<file path="src/rtl/dm_timer.sv">
// -----------------------------------------------------------------------------
// dm_timer
//   Memory-mapped machine timer living on the core's data-memory bus. It decodes
//   the same address/data/strobe signals the core drives toward data RAM and
//   answers loads with the same one-cycle latency as that RAM. A level timer
//   interrupt request is produced for the MTI slot of the interrupt vector.
//
//   Register window (32 bytes at BASE, doubleword registers):
//     0x00 MTIME     free-running counter, RW
//     0x08 MTIMECMP  compare value, RW
//     0x10 CTRL      bit0 EN, bit1 IE, bits[15:8] PRESC, RW
//     0x18 STATUS    bit0 PEND, sticky, write-1-to-clear
//
// Ports:
//   clk            clock, all state changes on the rising edge
//   reset          asynchronous active-low reset
//   DM_addr        byte address from the core
//   DM_writeData   store data (full doubleword only)
//   DM_writeEnable store strobe, one cycle per store
//   DM_readEnable  load strobe, one cycle per load
//   readData       registered load data, holds until the next hit load
//   rd_hit         one-cycle pulse, high while readData is valid from this block
//   timer_irq      registered level interrupt request (IE & match)
//
// Bus protocol: a strobe (DM_readEnable or DM_writeEnable) is a complete request
// in the cycle it is sampled; there is no ready/stall. Stores take effect at the
// sampling edge, loads present data (and rd_hit) in the following cycle.
// -----------------------------------------------------------------------------
module dm_timer #(
    parameter int          N    = 64,
    parameter logic [N-1:0] BASE = 'h2000
) (
    input  logic         clk,
    input  logic         reset,
    input  logic [N-1:0] DM_addr,
    input  logic [N-1:0] DM_writeData,
    input  logic         DM_writeEnable,
    input  logic         DM_readEnable,
    output logic [N-1:0] readData,
    output logic         rd_hit,
    output logic         timer_irq
);

    localparam logic [1:0] SEL_MTIME    = 2'd0;
    localparam logic [1:0] SEL_MTIMECMP = 2'd1;
    localparam logic [1:0] SEL_CTRL     = 2'd2;
    localparam logic [1:0] SEL_STATUS   = 2'd3;

    // Architectural state
    logic [N-1:0] mtime;
    logic [N-1:0] mtimecmp;
    logic         ctrlEn;
    logic         ctrlIe;
    logic [7:0]   ctrlPresc;
    logic         pend;
    logic [7:0]   prescCnt;

    // Decode
    logic       hit;
    logic [1:0] regSel;
    logic       wrMtime;
    logic       wrMtimecmp;
    logic       wrCtrl;
    logic       wrStatus;
    logic       loadHit;

    // Byte-within-doubleword bits play no part in the decode.
    logic unusedAddrBits;
    assign unusedAddrBits = ^DM_addr[2:0];

    assign hit        = (DM_addr[N-1:5] == BASE[N-1:5]);
    assign regSel     = DM_addr[4:3];
    assign wrMtime    = DM_writeEnable & hit & (regSel == SEL_MTIME);
    assign wrMtimecmp = DM_writeEnable & hit & (regSel == SEL_MTIMECMP);
    assign wrCtrl     = DM_writeEnable & hit & (regSel == SEL_CTRL);
    assign wrStatus   = DM_writeEnable & hit & (regSel == SEL_STATUS);
    assign loadHit    = DM_readEnable & hit;

    // Compare uses current register values, so a store to MTIME or MTIMECMP
    // only influences match from the following cycle on.
    logic match;
    assign match = (mtime >= mtimecmp);

    // Counter / prescaler next state. A store to MTIME wins over the tick;
    // a store to CTRL restarts the prescaler and swallows this cycle's tick.
    logic         tick;
    logic [N-1:0] mtimeNext;
    logic [7:0]   prescCntNext;

    assign tick = ctrlEn & (prescCnt == ctrlPresc);

    always_comb begin
        mtimeNext    = mtime;
        prescCntNext = prescCnt;
        if (wrMtime) begin
            mtimeNext    = DM_writeData;
            prescCntNext = 8'd0;
        end else if (wrCtrl) begin
            prescCntNext = 8'd0;
        end else if (ctrlEn) begin
            if (tick) begin
                mtimeNext    = mtime + 1'b1;
                prescCntNext = 8'd0;
            end else begin
                prescCntNext = prescCnt + 8'd1;
            end
        end
    end

    // Sticky pending bit: a live match always sets it, so a clear only lands
    // in a cycle where the compare is false.
    logic pendNext;
    always_comb begin
        pendNext = pend;
        if (match)
            pendNext = 1'b1;
        else if (wrStatus && DM_writeData[0])
            pendNext = 1'b0;
    end

    // Load mux, built from pre-edge register values so a same-cycle store to
    // the same register returns the old contents.
    logic [N-1:0] readMux;
    always_comb begin
        readMux = '0;
        unique case (regSel)
            SEL_MTIME:    readMux = mtime;
            SEL_MTIMECMP: readMux = mtimecmp;
            SEL_CTRL:     readMux = {{(N-16){1'b0}}, ctrlPresc, 6'b0, ctrlIe, ctrlEn};
            SEL_STATUS:   readMux = {{(N-1){1'b0}}, pend};
            default:      readMux = '0;
        endcase
    end

    always_ff @(posedge clk or negedge reset) begin
        if (!reset) begin
            mtime     <= '0;
            mtimecmp  <= '1;
            ctrlEn    <= 1'b0;
            ctrlIe    <= 1'b0;
            ctrlPresc <= 8'd0;
            pend      <= 1'b0;
            prescCnt  <= 8'd0;
            readData  <= '0;
            rd_hit    <= 1'b0;
            timer_irq <= 1'b0;
        end else begin
            mtime    <= mtimeNext;
            prescCnt <= prescCntNext;
            pend     <= pendNext;

            if (wrMtimecmp)
                mtimecmp <= DM_writeData;

            if (wrCtrl) begin
                ctrlEn    <= DM_writeData[0];
                ctrlIe    <= DM_writeData[1];
                ctrlPresc <= DM_writeData[15:8];
            end

            rd_hit <= loadHit;
            if (loadHit)
                readData <= readMux;

            timer_irq <= ctrlIe & match;
        end
    end

endmodule

</file>
<file path="config.mk">
export PLATFORM = sky130hd
export DESIGN_NAME = dm_timer
export DESIGN_NICKNAME = d
export VERILOG_FILES = /design/src/rtl/dm_timer.sv
export SDC_FILE = /design/constraint.sdc
export NUM_CORES = 1
export LEC_CHECK = 0
export BUFFER_PORTS_ARGS = -buffer_cell sky130_fd_sc_hd__buf_2
export CAP_MARGIN = 20
export CORE_MARGIN = 2
export CORE_UTILIZATION = 57
export CTS_CLUSTER_SIZE = 12
export DETAILED_ROUTE_END_ITERATION = 10
export PLACE_DENSITY = 0.89
export RECOVER_POWER = 50
export SLEW_MARGIN = 20
export SYNTH_ARGS = -nofsm -noshare
export SYNTH_HDL_FRONTEND = slang
export SYNTH_SLANG_ARGS = --single-unit
</file>
<file path="constraint.sdc">
create_clock -name clk -period 3.3 [get_ports clk]
set_input_delay 0.99 -clock clk [delete_from_list [all_inputs] [get_ports clk]]
set_output_delay 0.99 -clock clk [all_outputs]
set_load 0.01 [all_outputs]
</file>
==> flow_summary.yaml <==
run_status:
  outcome: "finished, violations left"
  violations: "max-capacitance violations, max-slew violations"
synth:
  synth_xor_area_frac: 0.0475
  synth_top_family_by_area: "simple AND/OR/NAND/NOR gates"
  yosys.area_share.simple: 0.165
  synthTopCellsByArea: "dfrtp_1, dfstp_2, ha_1, mux2_2, mux2i_1"
  yosys.area.top_type_share: 0.307
  ys_ff_latch: 213
  syn-instance-count: 1233
  ys_warn_count: 0
  ys_seq_area_frac: 0.445
  synth_edf_count: 0
  synth_ff_type: "dfrtp_1"
  synthArstFlopShare: 1.00
  yosys.area.top_type: "dfrtp_1"
  syn-num-nets: 1431
  muxShareOfSynthArea: 0.124
  synth_cell_types: 49
  avgSynthCellArea_sq_um: 9.86
  synthAdderAreaFrac: 0.0679
  synth_compound_area_frac: 0.102
  netlist_area_sq_mm: 0.0122
floorplan:
  io_pins: 198
  core_area_sq_mm: 0.0210
  die_h_microns: 150
  rows: 53
  initial_utilization: 0.580
  dieArea_sq_mm: 0.0225
  dieWidth_microns: 150
setup_path:
  crit_type: "in2reg"
  cp-end-kind: "register"
  worst_ep_required_time_ps: 3680
  crit_fanout: 52
  timing.reg2reg.setup_slack_ps: 300
  crit_arrival_ps: 3600
  regToRegEndpoint: "pend"
  start_kind: "primary input"
  worst_r2r_path_depth: 9
  r2r_start: "mtimecmp[23]"
  startpoint: "DM_addr[51]"
clocking:
  cts.clk_slew.worst_paths_ps: 60
  cts_made_buffers: 23
  cts.sinks: 213
  post-cts-setup-buffers: 0
  cts_tree: "built"
  clock_latency_ps: 520
  ctsResizeCount: 0
  postCtsHoldBufs: 0
  cts_max_path_buffers: 3
  cts-root-buf: "clkbuf_16"
  htreeDepth: 1
pwr:
  p_int_mw: 4.12
  peakVddDrop_mv: 0.295
  leakagePower_nw: 6.45
  clkPwrFrac: 0.464
  combPwrFrac: 0.043
  p_sw_mw: 1.18
  p_seq_frac: 0.493
  power_density_mw_per_mm2: 371
  switching_share: 0.223
place:
  placement.io_buffers: 194
  place_area_sq_mm: 0.0136
  hpwlAfterDp_mm: 22.8
  dp.cells: 1676
  place_congestion: 0.895
  post-place-ws_ps: -393
finish:
  final_util: 0.682
  num-nets-final: 1624
  final_cell_mix: "buf_2, dfrtp_1, nand2_1"
  layout_commonest_cell: "buf_2"
  area_delta_synth_final_pct: 17.6
  fin_cells: 1719
  final_area_sq_mm: 0.0143
  fillers: 1590
  drive_above_1_share: 0.268
routing:
  wl_per_cell_microns: 18.5
  viasPerCell: 6.03
  antenna_left: 0
  drc_errors: 0
  wl_mm: 31.8
  drtPass1Iterations: 5
  first_iter_violations: 643
  vias: 10400
sta:
  fin_crit_sh: 0.974
  tightestPinTransition_ps: 1780
  rsz0062_at_grt: "no"
  setup_viol: 0
  skew_ps: 16.0
  hold_viol_final: 0
  setup_slack_ps: 86.4
  finalMaxSlewViolations: 68
  fmax_mhz: 311
  max_slew_margin: -0.184
  fin_tns_setup_ps: 0
  period_minus_slack_ps: 3210
global_route:
  grt_pass1_vias: 10600
  track_usage: 0.288
  antenna_found_initial: 2
  grt_max_degree: 70
  grt-ovfl-total: 0
  grt_first_pass_wirelength_mm: 52.0
min_path:
  hp-class: "reg2reg"
  worstHoldStart: "readData[37]"
  worstHoldPathCells: 2
  whs_endpoint: "readData[37]"
flow_run:
  cap_violations: 1
layout make-up:
type	count	area, sq um	area share
Clock buffer	36	684	0.0479
Inverter	77	289	0.0202
Clock inverter	5	28.8	0.00201
Tap cell	275	344	0.0241
Timing Repair Buffer	233	1350	0.0944
Sequential cell	213	5410	0.378
Antenna cell	2	5.00	0.000350
Multi-Input combinational cell	878	6190	0.433
registers in the layout, summed over array words and instances, names as in the netlist:
name and count:
ctrlEn 1, ctrlPresc 8, mtime 64, readData 64, rd_hit 1, pend 1
ctrlIe 1, mtimecmp 64, timer_irq 1, prescCnt 8
worst max-delay path: stages:
cell and delay, ps:
buf_2 100, or4_4 530, or4_1 530, or3_4 370, or3_1 440, nand2b_4 200
buf_12 180, nor2_1 150, a21oi_1 70
synthesized netlist by cell type, drive strengths merged, types with 2 or more instances:
| master | n |
|---|---|
| and4 | 6 |
| a211oi | 3 |
| or4b | 2 |
| xnor2 | 52 |
| inv | 77 |
| or4 | 13 |
| nand3 | 35 |
| o31ai | 55 |
| nor3 | 21 |
| or3 | 15 |
| nand4 | 34 |
| dfrtp | 149 |
| ha | 66 |
| nor4 | 42 |
| nor2 | 101 |
| dfstp | 64 |
| clkbuf | 56 |
| and2 | 6 |
| nand2 | 102 |
| nor2b | 2 |
| and3 | 12 |
| xor2 | 14 |
| a21oi | 99 |
| o21ai | 20 |
| o211ai | 3 |
| a21o | 5 |
| or2 | 2 |
| mux2i | 66 |
| a31oi | 9 |
| mux2 | 73 |
| a221oi | 3 |
| buf | 9 |
| nor4b | 3 |
| nand2b | 4 |
power groups by stage:
stage	Clock (mW)	Sequential [mW]	Combinational, mW
finish	2.46	2.62	0.227
global route	2.60	2.61	0.249
CTS	2.49	2.62	0.232
detailed placement	0	2.66	0.231
global placement	0	2.66	0.226
floorplan	0	2.66	0.0562
worst max-delay path by stage:
stage / endpoint / slack, ps / cells past startpoint
after global routing: mtime[19] / 40 / 10
after floorplan: mtime[54] / -250 / 10
after global placement: mtime[20] / -310 / 9
after CTS: mtime[19] / 120 / 10
final: mtime[54] / 90 / 9
after detailed placement: mtime[34] / -390 / 10
cell families after synthesis:
kind of cell    after synthesis
xor+xnor                     66
compound gates              203
mux                         140
flops                       213
fa+ha+maj                    66
buf+inv                     142
simple gates                403
routing by layer:
metal  up-vias  routed length [microns]  part of all wire  GRT usage
met4         0                      974             0.031      0.103
met2       462                    16100              0.51      0.513
met5         -                        0                 0          0
li1       4811                        -                 -          -
met3        90                     2380             0.075     0.0402
met1      5008                    12400              0.39      0.357
through the flow:
stage               total power [mW]  hold WS [ps]
floorplan                       2.72           453
global placement                2.89           453
detailed placement              2.89           460
CTS                             5.34           473
global route                    5.47           497
finish                          5.30           469
Power figures use the tool's default switching activity.
